<file path="src/rtl/riscv_pkg.sv">
// riscv_pkg
//   Shared RV32I definitions for the decode and execute stages: major
//   opcode constants, legal funct7 values for register-register ops,
//   the one-hot ALU class vector and the decoded pipeline entry.
//   No ports (package).

package riscv_pkg;

    localparam logic [6:0] OPCODE_BRANCH = 7'b1100011;
    localparam logic [6:0] OPCODE_JALR   = 7'b1100111;
    localparam logic [6:0] OPCODE_JAL    = 7'b1101111;
    localparam logic [6:0] OPCODE_LUI    = 7'b0110111;
    localparam logic [6:0] OPCODE_AUIPC  = 7'b0010111;
    localparam logic [6:0] OPCODE_OP_IMM = 7'b0010011;
    localparam logic [6:0] OPCODE_OP     = 7'b0110011;

    localparam logic [6:0] FUNCT7_BASE = 7'b0000000;
    localparam logic [6:0] FUNCT7_ALT  = 7'b0100000;

    // One bit per ALU class; at most one bit set, none when illegal.
    typedef struct packed {
        logic branch;
        logic jalr;
        logic jal;
        logic lui;
        logic auipc;
        logic op_imm;
        logic op;
    } alu_class_t;

    typedef struct packed {
        logic [31:0] instruction;
        logic [31:0] pc;
        alu_class_t  alu_class;
        logic [4:0]  rs1;
        logic [4:0]  rs2;
        logic [4:0]  rd;
        logic [2:0]  funct3;
        logic [31:0] immediate;
        logic        illegal;
    } decoded_entry_t;

endpackage

</file>
<file path="src/rtl/decode_if.sv">
// fetch_if / decode_if
//   fetch_if  : fetch -> decode handshake
//     fetch_valid, fetch_instruction, fetch_pc (master out), fetch_ready (master in)
//   decode_if : decode -> execute handshake
//     decode_valid, instruction, pc, alu_*_enable, rs1, rs2, rd, funct3,
//     immediate, illegal (master out), execute_ready (master in)

interface fetch_if;
    logic        fetch_valid;
    logic        fetch_ready;
    logic [31:0] fetch_instruction;
    logic [31:0] fetch_pc;

    modport master (
        output fetch_valid, fetch_instruction, fetch_pc,
        input  fetch_ready
    );

    modport slave (
        input  fetch_valid, fetch_instruction, fetch_pc,
        output fetch_ready
    );
endinterface

interface decode_if;
    logic        decode_valid;
    logic        execute_ready;
    logic [31:0] instruction;
    logic [31:0] pc;
    logic        alu_branch_enable;
    logic        alu_unconditional_jalr_enable;
    logic        alu_unconditional_jal_enable;
    logic        alu_upper_immediate_lui_enable;
    logic        alu_upper_immediate_auipc_enable;
    logic        alu_register_immediate_enable;
    logic        alu_register_register_enable;
    logic [4:0]  rs1;
    logic [4:0]  rs2;
    logic [4:0]  rd;
    logic [2:0]  funct3;
    logic [31:0] immediate;
    logic        illegal;

    modport master (
        output decode_valid, instruction, pc,
               alu_branch_enable, alu_unconditional_jalr_enable,
               alu_unconditional_jal_enable, alu_upper_immediate_lui_enable,
               alu_upper_immediate_auipc_enable, alu_register_immediate_enable,
               alu_register_register_enable,
               rs1, rs2, rd, funct3, immediate, illegal,
        input  execute_ready
    );

    modport slave (
        input  decode_valid, instruction, pc,
               alu_branch_enable, alu_unconditional_jalr_enable,
               alu_unconditional_jal_enable, alu_upper_immediate_lui_enable,
               alu_upper_immediate_auipc_enable, alu_register_immediate_enable,
               alu_register_register_enable,
               rs1, rs2, rd, funct3, immediate, illegal,
        output execute_ready
    );
endinterface

</file>
<file path="src/rtl/decode_imm_gen.sv">
// decode_imm_gen
//   Combinational RV32I classifier: opcode -> one-hot ALU class,
//   sign-extended immediate, register fields and illegal flag.
//   Ports:
//     instruction  in  32  raw instruction word
//     pc           in  32  address of the word (carried into the entry)
//     entry        out     decoded_entry_t for the pipeline register

module decode_imm_gen
    import riscv_pkg::*;
(
    input  logic [31:0]    instruction,
    input  logic [31:0]    pc,
    output decoded_entry_t entry
);

    logic [6:0]  opcode;
    logic [2:0]  funct3;
    logic [6:0]  funct7;
    logic [31:0] imm_i;
    logic [31:0] imm_u;
    logic [31:0] imm_b;
    logic [31:0] imm_j;

    assign opcode = instruction[6:0];
    assign funct3 = instruction[14:12];
    assign funct7 = instruction[31:25];

    assign imm_i = {{20{instruction[31]}}, instruction[31:20]};
    assign imm_u = {instruction[31:12], 12'b0};
    assign imm_b = {{19{instruction[31]}}, instruction[31], instruction[7],
                    instruction[30:25], instruction[11:8], 1'b0};
    assign imm_j = {{11{instruction[31]}}, instruction[31], instruction[19:12],
                    instruction[20], instruction[30:21], 1'b0};

    // Every supported opcode ends in 2'b11, so matching the full 7-bit
    // opcode also rejects compressed-style encodings.
    always_comb begin
        entry             = '0;
        entry.instruction = instruction;
        entry.pc          = pc;
        entry.rs1         = instruction[19:15];
        entry.rs2         = instruction[24:20];
        entry.rd          = instruction[11:7];
        entry.funct3      = funct3;
        entry.illegal     = 1'b1;
        case (opcode)
            OPCODE_BRANCH: begin
                entry.alu_class.branch = 1'b1;
                entry.immediate        = imm_b;
                entry.illegal          = 1'b0;
            end
            OPCODE_JALR: begin
                if (funct3 == 3'b000) begin
                    entry.alu_class.jalr = 1'b1;
                    entry.immediate      = imm_i;
                    entry.illegal        = 1'b0;
                end
            end
            OPCODE_JAL: begin
                entry.alu_class.jal = 1'b1;
                entry.immediate     = imm_j;
                entry.illegal       = 1'b0;
            end
            OPCODE_LUI: begin
                entry.alu_class.lui = 1'b1;
                entry.immediate     = imm_u;
                entry.illegal       = 1'b0;
            end
            OPCODE_AUIPC: begin
                entry.alu_class.auipc = 1'b1;
                entry.immediate       = imm_u;
                entry.illegal         = 1'b0;
            end
            OPCODE_OP_IMM: begin
                entry.alu_class.op_imm = 1'b1;
                entry.immediate        = imm_i;
                entry.illegal          = 1'b0;
            end
            OPCODE_OP: begin
                if ((funct7 == FUNCT7_BASE) || (funct7 == FUNCT7_ALT)) begin
                    entry.alu_class.op = 1'b1;
                    entry.illegal      = 1'b0;
                end
            end
            default: ;
        endcase
    end

endmodule

</file>
<file path="src/rtl/decode.sv">
// decode
//   RV32I decode stage: classifies fetched words and holds the decoded
//   entry in a registered pipeline slot until execute consumes it.
//   Build option: DECODE_SKID_EN adds a second (skid) entry so that
//   fetch_ready is a flop rather than a path from execute_ready.
//   Ports:
//     clock    in   rising-edge clock
//     reset_n  in   asynchronous active-low reset
//     flush    in   redirect; next edge discards all held entries and the
//                   word offered this cycle
//     fetch    fetch_if.slave   instruction input handshake
//     issue    decode_if.master decoded entry to execute

module decode
    import riscv_pkg::*;
#(
    parameter int unsigned XLEN = 32
) (
    input  logic     clock,
    input  logic     reset_n,
    input  logic     flush,
    fetch_if.slave   fetch,
    decode_if.master issue
);

    decoded_entry_t  in_entry;
    decoded_entry_t  main_q;
    logic            main_valid_q;
    logic            take_in;
    logic [XLEN-1:0] pc_out;

    decode_imm_gen u_imm_gen (
        .instruction (fetch.fetch_instruction),
        .pc          (fetch.fetch_pc),
        .entry       (in_entry)
    );

`ifdef DECODE_SKID_EN
    decoded_entry_t skid_q;
    logic           skid_valid_q;
    logic           main_free;

    assign fetch.fetch_ready = !skid_valid_q;
    assign take_in           = fetch.fetch_valid && !skid_valid_q;
    assign main_free         = !main_valid_q || issue.execute_ready;

    // A word is accepted whenever the skid slot is empty. If main is also
    // draining it goes straight to main; otherwise it parks in skid.
    // Skid always refills main first, which keeps arrival order.
    always_ff @(posedge clock or negedge reset_n) begin
        if (!reset_n) begin
            main_q       <= '0;
            main_valid_q <= 1'b0;
            skid_q       <= '0;
            skid_valid_q <= 1'b0;
        end else if (flush) begin
            main_valid_q <= 1'b0;
            skid_valid_q <= 1'b0;
        end else if (main_free) begin
            if (skid_valid_q) begin
                main_q       <= skid_q;
                main_valid_q <= 1'b1;
                skid_valid_q <= 1'b0;
            end else if (take_in) begin
                main_q       <= in_entry;
                main_valid_q <= 1'b1;
            end else begin
                main_valid_q <= 1'b0;
            end
        end else if (take_in) begin
            skid_q       <= in_entry;
            skid_valid_q <= 1'b1;
        end
    end
`else
    assign fetch.fetch_ready = !main_valid_q || issue.execute_ready;
    assign take_in           = fetch.fetch_valid && fetch.fetch_ready;

    always_ff @(posedge clock or negedge reset_n) begin
        if (!reset_n) begin
            main_q       <= '0;
            main_valid_q <= 1'b0;
        end else if (flush) begin
            main_valid_q <= 1'b0;
        end else if (take_in) begin
            main_q       <= in_entry;
            main_valid_q <= 1'b1;
        end else if (issue.execute_ready) begin
            main_valid_q <= 1'b0;
        end
    end
`endif

    assign pc_out = main_q.pc[XLEN-1:0];

    assign issue.decode_valid                     = main_valid_q;
    assign issue.instruction                      = main_q.instruction;
    assign issue.pc                               = pc_out;
    assign issue.alu_branch_enable                = main_q.alu_class.branch;
    assign issue.alu_unconditional_jalr_enable    = main_q.alu_class.jalr;
    assign issue.alu_unconditional_jal_enable     = main_q.alu_class.jal;
    assign issue.alu_upper_immediate_lui_enable   = main_q.alu_class.lui;
    assign issue.alu_upper_immediate_auipc_enable = main_q.alu_class.auipc;
    assign issue.alu_register_immediate_enable    = main_q.alu_class.op_imm;
    assign issue.alu_register_register_enable     = main_q.alu_class.op;
    assign issue.rs1                              = main_q.rs1;
    assign issue.rs2                              = main_q.rs2;
    assign issue.rd                               = main_q.rd;
    assign issue.funct3                           = main_q.funct3;
    assign issue.immediate                        = main_q.immediate;
    assign issue.illegal                          = main_q.illegal;

endmodule

</file>
<file path="src/flat_wrapper.sv">
// flat-port wrapper written by rule: the top's interface ports become plain ports
module decode_flat import riscv_pkg::*;
#(
    parameter int unsigned XLEN = 32
)
  (clock, reset_n, flush, fetch_fetch_valid, fetch_fetch_instruction, fetch_fetch_pc, fetch_fetch_ready, issue_decode_valid, issue_instruction, issue_pc, issue_alu_branch_enable, issue_alu_unconditional_jalr_enable, issue_alu_unconditional_jal_enable, issue_alu_upper_immediate_lui_enable, issue_alu_upper_immediate_auipc_enable, issue_alu_register_immediate_enable, issue_alu_register_register_enable, issue_rs1, issue_rs2, issue_rd, issue_funct3, issue_immediate, issue_illegal, issue_execute_ready);
  fetch_if fetch_i ();
  decode_if issue_i ();
  input  logic clock;
  input  logic reset_n;
  input  logic flush;
  input wire logic [$bits(fetch_i.fetch_valid)-1:0] fetch_fetch_valid;
  input wire logic [$bits(fetch_i.fetch_instruction)-1:0] fetch_fetch_instruction;
  input wire logic [$bits(fetch_i.fetch_pc)-1:0] fetch_fetch_pc;
  output wire logic [$bits(fetch_i.fetch_ready)-1:0] fetch_fetch_ready;
  output wire logic [$bits(issue_i.decode_valid)-1:0] issue_decode_valid;
  output wire logic [$bits(issue_i.instruction)-1:0] issue_instruction;
  output wire logic [$bits(issue_i.pc)-1:0] issue_pc;
  output wire logic [$bits(issue_i.alu_branch_enable)-1:0] issue_alu_branch_enable;
  output wire logic [$bits(issue_i.alu_unconditional_jalr_enable)-1:0] issue_alu_unconditional_jalr_enable;
  output wire logic [$bits(issue_i.alu_unconditional_jal_enable)-1:0] issue_alu_unconditional_jal_enable;
  output wire logic [$bits(issue_i.alu_upper_immediate_lui_enable)-1:0] issue_alu_upper_immediate_lui_enable;
  output wire logic [$bits(issue_i.alu_upper_immediate_auipc_enable)-1:0] issue_alu_upper_immediate_auipc_enable;
  output wire logic [$bits(issue_i.alu_register_immediate_enable)-1:0] issue_alu_register_immediate_enable;
  output wire logic [$bits(issue_i.alu_register_register_enable)-1:0] issue_alu_register_register_enable;
  output wire logic [$bits(issue_i.rs1)-1:0] issue_rs1;
  output wire logic [$bits(issue_i.rs2)-1:0] issue_rs2;
  output wire logic [$bits(issue_i.rd)-1:0] issue_rd;
  output wire logic [$bits(issue_i.funct3)-1:0] issue_funct3;
  output wire logic [$bits(issue_i.immediate)-1:0] issue_immediate;
  output wire logic [$bits(issue_i.illegal)-1:0] issue_illegal;
  input wire logic [$bits(issue_i.execute_ready)-1:0] issue_execute_ready;
  assign fetch_i.fetch_valid = fetch_fetch_valid;
  assign fetch_i.fetch_instruction = fetch_fetch_instruction;
  assign fetch_i.fetch_pc = fetch_fetch_pc;
  assign fetch_fetch_ready = fetch_i.fetch_ready;
  assign issue_decode_valid = issue_i.decode_valid;
  assign issue_instruction = issue_i.instruction;
  assign issue_pc = issue_i.pc;
  assign issue_alu_branch_enable = issue_i.alu_branch_enable;
  assign issue_alu_unconditional_jalr_enable = issue_i.alu_unconditional_jalr_enable;
  assign issue_alu_unconditional_jal_enable = issue_i.alu_unconditional_jal_enable;
  assign issue_alu_upper_immediate_lui_enable = issue_i.alu_upper_immediate_lui_enable;
  assign issue_alu_upper_immediate_auipc_enable = issue_i.alu_upper_immediate_auipc_enable;
  assign issue_alu_register_immediate_enable = issue_i.alu_register_immediate_enable;
  assign issue_alu_register_register_enable = issue_i.alu_register_register_enable;
  assign issue_rs1 = issue_i.rs1;
  assign issue_rs2 = issue_i.rs2;
  assign issue_rd = issue_i.rd;
  assign issue_funct3 = issue_i.funct3;
  assign issue_immediate = issue_i.immediate;
  assign issue_illegal = issue_i.illegal;
  assign issue_i.execute_ready = issue_execute_ready;
  decode #(.XLEN(XLEN)) u_core (.clock(clock), .reset_n(reset_n), .flush(flush), .fetch(fetch_i), .issue(issue_i));
endmodule
</file>
<file path="config.mk">
export PLATFORM = sky130hd
export DESIGN_NAME = decode_flat
export DESIGN_NICKNAME = d
export VERILOG_FILES = /design/src/rtl/riscv_pkg.sv /design/src/rtl/decode_if.sv /design/src/rtl/decode_imm_gen.sv /design/src/rtl/decode.sv /design/src/flat_wrapper.sv
export SDC_FILE = /design/constraint.sdc
export NUM_CORES = 1
export LEC_CHECK = 0
export CORE_ASPECT_RATIO = 0.8
export CORE_UTILIZATION = 39
export CTS_BUF_LIST = sky130_fd_sc_hd__clkbuf_16
export CTS_CLUSTER_DIAMETER = 40
export DETAILED_ROUTE_END_ITERATION = 12
export PLACE_DENSITY = 0.82
export SYNTH_ARGS = -nofsm -noshare
export SYNTH_HDL_FRONTEND = slang
export SYNTH_SLANG_ARGS = --single-unit
</file>
<file path="constraint.sdc">
create_clock -name clock -period 1.4 [get_ports clock]
set_input_delay 0.35 -clock clock [delete_from_list [all_inputs] [get_ports clock]]
set_output_delay 0.35 -clock clock [all_outputs]
set_load 0.02 [all_outputs]
</file>
### Word-level counts from Yosys, hierarchy flattened

Index checks and enable logic that the tools add are counted.

| storage, ports and cells | value |
|---|---|
| flip-flop bits (word level) | 123 |
| bits of input ports | 69 |
| output and inout port bits | 124 |

| cells by class | value |
|---|---|
| equality and inequality tests | 8 |
| muxes and demuxes | 16 |
| bitwise operators | 1 |
| reductions and logical operators | 10 |

Operators by type and width:

| cell | number |
|---|---|
| one-hot mux 32 bit (5 select lines) | 1 |
| two-way mux 33 bit | 1 |
| == test 7 x 6 -> 1 bit (second input constant) | 3 |
| == test 7 bit (second input constant) | 3 |
| == test 7 x 5 -> 1 bit (second input constant) | 2 |
| two-way mux 1 bit | 13 |
| logical NOT 7 bit | 1 |
| OR reduction 5 bit | 1 |
| logical NOT 3 bit | 1 |
| one-hot mux 1 bit (3 select lines) | 1 |
| nonzero test 3 bit | 1 |
| logical OR 1 bit | 2 |
| AND reduction 2 bit | 1 |
| OR reduction 2 bit | 1 |
| logical AND 1 bit | 1 |
| logical NOT 1 bit | 1 |
| NOT 1 bit | 1 |

### Logic depth before layout (Yosys ltp)

Gate-level depths: netlist of run 1.

| logic depth | value |
|---|---|
| depth after elaboration | 5 |
| mapped depth | 8 |
| mapped depth without buffers | 5 |

### Modules after synthesis

Synthesis of run 1 repeated with hierarchy kept, for this count alone.

| second synthesis, totals | value |
|---|---|
| cell total of the unflattened synthesis | 424 |
| area total of the unflattened synthesis | 5788.1 sq um |

Modules (own cells, without submodules):

| module | area an instance (sq um) | cells each | times used | sequential area each (sq um) |
|---|---|---|---|---|
| decode | 4603.2 | 263 | 1 | 3078.0 |
| decode_imm_gen | 1184.9 | 161 | 1 | 0.0 |

### Worst setup path after synthesis of run 1

OpenSTA, ideal clock, no wires.

| timing path | value |
|---|---|
| path type | reg-to-reg |
| from | register u_core.main_valid_q (netlist: u_core.issue.decode_valid) |
| to | register u_core.main_q (netlist bit u_core.issue.immediate[29]) |
| setup slack | -0.217 ns |
| data required time | 1.325 ns |
| arrival time | 1.543 ns |
| stages on the path, launching flop included | 8 |
| cell sequence | dfrtp_1 -> nor2b_2 -> inv_2 -> nand3b_1 -> buf_2 -> clkbuf_1 -> nand2_1 -> o21ai_2 |

| on the way | value |
|---|---|
| cells in the longest elaborated chain, start to end | 4 |

RTL lines:

| what | RTL line | RTL |
|---|---|---|
| from (decl) | decode.sv:28 | `logic main_valid_q;` |
| from (signal assigned) | decode.sv:82 | `main_valid_q <= 1'b0;` |
| from (signal assigned) | decode.sv:84 | `main_valid_q <= 1'b0;` |
| from (signal assigned) | decode.sv:87 | `main_valid_q <= 1'b1;` |
| logical NOT 1 bit | decode.sv:76 | `assign fetch.fetch_ready = !main_valid_q \|\| issue.execute_ready;` |
| logical OR 1 bit | decode.sv:76 |  |
| named net fetch_fetch_ready | flat_wrapper.sv:15 | `output wire logic [$bits(fetch_i.fetch_ready)-1:0] fetch_fetch_ready;` |
| logical AND 1 bit | decode.sv:77 | `assign take_in = fetch.fetch_valid && fetch.fetch_ready;` |
| AND reduction 2 bit (no line) | n/a |  |
| to (signal assigned) | decode.sv:86 | `main_q <= in_entry;` |
| to (decl) | decode.sv:27 | `decoded_entry_t main_q;` |

The timed path passes the listed nets, and every way through them passes these cells.
A chain may end at the register's enable or synchronous reset.

### Final worst setup path of run 1

| timing path | value |
|---|---|
| from | register u_core.main_valid_q (netlist: u_core.issue.decode_valid) |
| to | register u_core.main_q (netlist bit u_core.issue.immediate[2]) |

| on the way | value |
|---|---|
| cells in the longest elaborated chain, start to end | 4 |

RTL lines:

| what | RTL line |
|---|---|
| logical NOT 1 bit | decode.sv:76 |
| logical OR 1 bit | decode.sv:76 |
| logical AND 1 bit | decode.sv:77 |
| AND reduction 2 bit (no line) | n/a |

No other way between the ends.

==> results of run 1 <==
-- layout make-up --
type,count,share of cell area (%)
clock inverters,7,0.704
well taps,148,2.37
inverters,1,0.0480
clock buffers,9,2.88
multi-input cells,341,27.0
flip-flops and latches,105,33.6
repair buffers,290,33.4
-- power by group through the flow --
stage,Combinational (uW),Sequential (uW),Clock (uW)
floorplan,622,3910,0
global placement,2120,3550,0
detailed placement,2160,3560,0
CTS,2260,3520,2450
global route,2350,3570,2580
finish,2210,3530,2410
-- how the worst min path moves through the flow --
| stage | from | end | slack [ps] | depth (start not counted) |
|---|---|---|---|---|
| after detailed placement | reset_n | u_core.issue.rs1[3] | 290 | 1 |
| after global routing | fetch_fetch_instruction[4] | u_core.issue.instruction[4] | 370 | 4 |
| after global placement | reset_n | u_core.issue.rs1[3] | 280 | 1 |
| final | fetch_fetch_instruction[4] | u_core.issue.instruction[4] | 380 | 4 |
| after floorplan | reset_n | u_core.issue.alu_branch_enable | 50 | 0 |
| after CTS | fetch_fetch_instruction[5] | u_core.issue.alu_upper_immediate_lui_enable | 420 | 4 |
-- flip-flops by register name, summed over array words and instances (netlist names) --
register,cells
u_core.issue.immediate,32
u_core.issue.alu_upper_immediate_lui_enable,1
u_core.issue.alu_register_immediate_enable,1
u_core.issue.alu_upper_immediate_auipc_enable,1
u_core.issue.alu_unconditional_jal_enable,1
u_core.issue.instruction,24
u_core.issue.illegal,1
u_core.issue.decode_valid,1
u_core.issue.alu_register_register_enable,1
u_core.issue.rs1,4
u_core.issue.pc,32
u_core.issue.alu_unconditional_jalr_enable,1
u_core.issue.rs2,4
u_core.issue.alu_branch_enable,1
-- critical path, delay by kind of cell, from the launching register on --
| kind | cells | cell delay, ps |
|---|---|---|
| AOI/OAI and AO/OA | 1 | 50 |
| DFF | 1 | 410 |
| and+or+nand+nor | 3 | 260 |
| buffers and inverters | 6 | 730 |
-- logic make-up after synthesis --
family	after synthesis	synth area share [%]
and+or+nand+nor	264	24.2
buffers and inverters	47	6.66
DFF	105	57.3
AOI/OAI and AO/OA	76	11.8
-- layer usage --
metal	share of wire, %	routed length, um	global-route usage [%]	up-vias
met5	0	0	0	-
met4	3.0	525	10.8	0
met3	7.1	1230	7.75	45
met2	49	8580	45.2	225
met1	41	7080	35.5	2345
li1	-	-	-	2089
-- Yosys cell counts, types with 2 or more instances --
library cell  count
buf_2             9
o21ai_1          19
a22oi_1           4
nor3b_1           2
buf_4            21
nand2_1         233
o21a_4            2
nor3_1            3
o21ai_0           7
nand2b_1          2
dfrtp_1         105
a21oi_1          12
nand3_1           4
buf_6             3
nor2_1            6
nand4b_1          2
clkbuf_1         12
a21oi_2          11
a22o_1           11
-- per-stage QoR --
step | area [um^2] | instances
floorplan | 4640 | 492
global placement | 6960 | 848
detailed placement | 6960 | 848
CTS | 8050 | 897
global route | 7820 | 901
finish | 7820 | 901
-- what timing repair did --
| item | CTS | global route |
|---|---|---|
| resized for setup | 405 | 198 |
| hold endpoints to repair | 22 | 0 |
| gates cloned | 13 | 4 |
| buffers inserted | 21 | 10 |
| pin swaps | 38 | 46 |
| setup endpoints to repair | 224 | 204 |
| hold buffers | 1 | 0 |
==> impl_metrics.csv, run 1 <==
group,metric,value,unit
worst_setup_path,r2r_cells,10,
finish,final_common_cell,"nand2_1",
grt,grt_max_degree,33,
clock_tree,clock-sinks,105,
sta,fin_crit,1590,ps
floorplanning,die_x,123,um
route,routedWlPerCell,19.3,um
worst_setup_path,reg2reg_from,"u_core.issue.decode_valid",
pwr,finalPower,8160,uW
floorplanning,die_y,99,um
finish,layout_common_cells,"nand2_1, dfrtp_1, clkbuf_2",
sta,finalSetupTns,-7520,ps
synth,synth_area_leaders,"dfrtp_1, nand2_1, buf_4",
finish,seqCellArea,2630,um^2
worst_setup_path,cpMaxStageDelayCell,"dfrtp_2",
synth,yosysWarnings,0,
pwr,swShare,32.7,%
worst_setup_path,worstSetupEndpoint,"u_core.issue.immediate[2]",
clock_tree,htreeDepth,3,
route,routed_wl,17400,um
synth,syn_inst,492,
job,cap_violations,0,
synth,synth_seq_cells,105,
finish,fillerInstances,839,
worst_setup_path,crit_chain,"nor2b_4 > inv_2 > buf_6 > nand3b_1 > buf_6 > buf_12 > buf_12 > buf_12 > nand2_4 > o21ai_2",
clock_tree,numCtsBuffers,9,
pwr,p_clk_share,29.6,%
synth,synth_top_area_share,57.3,%
place,place_hpwl,10500,um
sta,tightest_slew,371,ps
worst_setup_path,worst_setup_path_end_kind,"flop",
finish,antennaDiodeCount,0,
synth,synth_edf_count,0,
finish,multi_input_area,2110,um^2
clock_tree,worstSkewPairLatency,350,ps
floorplanning,ios,193,
place,portBuffers,192,
route,ant_nets,0,
floorplanning,start_util,40.0,%
pwr,ir_worst_vdd,0.000736,V
finish,drive_gt1_share,48.3,%
worst_setup_path,r2r_setup_slack,-190,ps
min_path,min_path_type,"in2reg",
grt,grt_overflow,0,
clock_tree,cts_tree,"yes",
run_status,violations,"negative setup slack",
worst_setup_path,max_stage_delay,410,ps
worst_setup_path,r2r-end,"u_core.issue.immediate[2]",
synth,synth-seq-area-share,57.3,%
run_status,status,"complete, but fails checks",
sta,drv_slew,0,
route,drc,0,
route,drt_iter0_drc,278,
pwr,p_leak,0.00397,uW
sta,holdWs,378,ps
place,gp_congestion,0.872,
worst_setup_path,crit_type,"reg2reg",
synth,avgSynthCellArea,9.32,um^2
floorplanning,core,11500,um^2
synth,mappedNetlistArea,4590,um^2
synth,synth.distinct_cells,43,
sta,fin_skew,12.3,ps
worst_setup_path,start_kind,"flop",
grt,grt_pass1_wl,25500,um
worst_setup_path,worstSetupStartpoint,"u_core.issue.decode_valid",
pwr,p_per_area,1040,nW/um^2
worst_setup_path,path_common_cell,"buf_12",
place,place_ws,-749,ps
grt,grt_antenna_before_repair,0,
route,via_count,4704,
grt,first_global_vias,4728,
floorplanning,die-area,12200,um^2
finish,fin_util,68.2,%
synth,synth_area_leader_cell,"dfrtp_1",
route,viasPerCell,5.22,
synth,synthArstFlopShare,100,%
worst_setup_path,worstPathArrival,1820,ps
pwr,p_int,5490,uW
route,drt-pass1-iter-count,4,
pwr,p_switching,2670,uW
pwr,combPwrFrac,27.1,%
sta,fin_crit_sh,113,%
sta,max_freq,0.630,GHz
worst_setup_path,cp_data_required_time,1630,ps
sta,rsz0062_at_grt,"yes",
synth,syn_nets,561,
clock_tree,clockBufferDepth,2,
grt,grtUsageTotal,28.0,%
clock_tree,clkTransAtPathRegs,80,ps
worst_setup_path,path_max_fanout,7,
sta,slew_headroom,75.2,%
synth,synth_ff_type,"dfrtp_1",
clock_tree,root_buffer,"clkbuf_16",
finish,layout.nets,817,
sta,timing.final.ws_setup,-186,ps
sta,setup_viol,104,
finish,area_growth,70.6,%
sta,hold_violations,0,
floorplanning,rows,35,
pwr,power_frac_seq,43.3,%
No activity file was read; power rests on OpenSTA's default activity.
==> inputs of run 2 (changes only) <==
--- a/config.mk
+++ b/config.mk
@@ -10,7 +10,10 @@
 export CTS_BUF_LIST = sky130_fd_sc_hd__clkbuf_16
 export CTS_CLUSTER_DIAMETER = 40
 export DETAILED_ROUTE_END_ITERATION = 12
+export HOLD_SLACK_MARGIN = 0.1
+export MAX_ROUTING_LAYER = met4
 export PLACE_DENSITY = 0.82
+export SKIP_CTS_REPAIR_TIMING = 1
 export SYNTH_ARGS = -nofsm -noshare
 export SYNTH_HDL_FRONTEND = slang
 export SYNTH_SLANG_ARGS = --single-unit
==> run 2 against run 1 <==
The flow still finishes with violations (negative setup slack). Cell area grew 13%. First-iteration DRC count grew 52%. Register-to-register slack lost 160 ps. Sequential power grew 1%. Power grew 5.3%. Global-route usage shrank 3.8 points. Largest power group unchanged. Highest routed layer unchanged.
==> impl_metrics.csv, run 2 (synthesized netlist as in run 1, its figures left out) <==
group,metric,value,unit
run_status,status,"complete, but fails checks",
run_status,violations,"negative setup slack",
pwr,p_per_area,970,nW/um^2
finish,fillerInstances,633,
place,gp_congestion,0.886,
sta,hold_violations,0,
place,place_hpwl,10500,um
clock_tree,cts_tree,"yes",
route,drt-pass1-iter-count,5,
floorplanning,die-area,12200,um^2
finish,fin_util,77.2,%
clock_tree,clock-sinks,105,
finish,final_cells,900,
sta,rsz0062_at_grt,"yes",
clock_tree,worstSkewPairLatency,350,ps
route,via_count,4875,
floorplanning,die_y,99,um
place,dpl_cell_area,6960,um^2
finish,area_growth,93.2,%
clock_tree,htreeDepth,3,
floorplanning,rows,35,
worst_setup_path,path_max_fanout,5,
worst_setup_path,worstPathArrival,2020,ps
place,dp_cells,848,
sta,tightest_slew,384,ps
finish,layout.nets,816,
pwr,p_leak,0.00578,uW
job,cap_violations,0,
min_path,min_path_type,"in2reg",
grt,grt_max_degree,38,
sta,timing.final.ws_setup,-351,ps
finish,multi_input_area,2280,um^2
clock_tree,numCtsBuffers,9,
floorplanning,ios,193,
finish,seqCellArea,2630,um^2
finish,design_area,8860,um^2
sta,max_freq,0.571,GHz
grt,grt_overflow,0,
route,ant_nets,0,
route,viasPerCell,5.42,
sta,fin_crit,1750,ps
worst_setup_path,worst_setup_path_end_kind,"flop",
worst_setup_path,cp_data_required_time,1670,ps
sta,slew_headroom,74.3,%
min_path,hold_depth,3,
route,drt_iter0_drc,423,
grt,grt_pass1_wl,21900,um
sta,fin_crit_sh,125,%
sta,fin_skew,17.5,ps
grt,grtUsageTotal,24.1,%
grt,grt_antenna_before_repair,0,
clock_tree,root_buffer,"clkbuf_16",
sta,drv_slew,0,
floorplanning,start_util,40.0,%
place,place_ws,-749,ps
sta,setup_viol,105,
finish,layout_common_cells,"dlymetal6s2s_1, nand2_1, dfrtp_1",
pwr,ir_worst_vdd,0.000728,V
route,routedWlPerCell,21.2,um
route,routed_wl,19100,um
floorplanning,die_x,123,um
worst_setup_path,start_kind,"flop",
finish,drive_gt1_share,36.3,%
pwr,finalPower,8590,uW
finish,antennaDiodeCount,0,
grt,first_global_vias,4262,
clock_tree,clockBufferDepth,2,
clock_tree,clkTransAtPathRegs,90,ps
route,drc,0,
floorplanning,core,11500,um^2
worst_setup_path,crit_type,"reg2reg",
worst_setup_path,r2r_cells,8,
finish,final_common_cell,"dlymetal6s2s_1",
place,portBuffers,192,
run 2: changes by cell type in the layout (fill, tap and decap cells not counted), moves of 4 or more:
cell             change
a21oi_1              +4
buf_12               -8
buf_2               -25
buf_6                -5
clkbuf_16           +12
clkbuf_2            -74
clkdlybuf4s15_1     -14
clkdlybuf4s15_2     -14
dlygate4sd2_1        -6
dlymetal6s2s_1     +136
nand2_1             -28
nand2_2              +6
nand2_4             +22
run 2: area by class of cell:
cell class	count	share of cell area (%)
clock buffers	9	2.54
clock inverters	7	0.621
inverters	1	0.0424
multi-input cells	342	25.8
flip-flops and latches	105	29.7
well taps	148	2.09
repair buffers	288	39.3
run 2: worst paths after layout:
check	from	endpoint	slack, ps
setup / recovery	u_core.issue.decode_valid	u_core.issue.immediate[13]	-350
hold / removal	fetch_fetch_instruction[0]	u_core.issue.instruction[0]	360
setup reg to reg	u_core.issue.decode_valid	u_core.issue.immediate[13]	-350
hold reg to reg	u_core.issue.instruction[27]	u_core.issue.instruction[27]	470
max in group asynchronous	reset_n	u_core.issue.pc[10]	430
min in group asynchronous	reset_n	u_core.issue.rs1[3]	450
run 2: through the flow:
step,setup TNS [ps],hold slack (ps)
after CTS,-52300,-77.9
after floorplan,-3310,54.4
final,-25160,362
after detailed placement,-54190,290
after global placement,-48310,280
after global routing,-30550,359
run 2: layer usage:
metal | GRT usage (%) | routed length (um) | up-vias | part of all wire (%)
met5 | - | 0 | - | 0
met4 | 6.58 | 656 | 0 | 3.4
met1 | 31.5 | 7650 | 2435 | 40
li1 | - | - | 2099 | -
met2 | 37.9 | 9400 | 280 | 49
met3 | 5.09 | 1390 | 61 | 7.3
run 2: where the power goes:
| group | leakage (uW) | internal (uW) | total, uW | switching, uW |
|---|---|---|---|---|
| clock | 0.000126 | 1220 | 2460 | 1240 |
| combinational | 0.00430 | 1240 | 2570 | 1320 |
| sequential | 0.00136 | 3320 | 3570 | 242 |
| total | 0.00578 | 5790 | 8590 | 2800 |
run 2: critical path, cell delays in order (launching register included):
cell and delay [ps]:
dfrtp_2 410, nor2b_4 140, inv_2 70, buf_6 80
nand3b_1 230, buf_6 240, clkbuf_16 160, buf_12 150
o21ai_2 180
==> inputs of run 3 (changes only) <==
--- a/config.mk
+++ b/config.mk
@@ -5,6 +5,7 @@
 export SDC_FILE = /design/constraint.sdc
 export NUM_CORES = 1
 export LEC_CHECK = 0
+export ABC_CLOCK_PERIOD_IN_PS = 1400
 export CORE_ASPECT_RATIO = 0.8
 export CORE_UTILIZATION = 39
 export CTS_BUF_LIST = sky130_fd_sc_hd__clkbuf_16
==> results of run 3 <==
Final layout, timing and power as in run 2 (identical DEF).
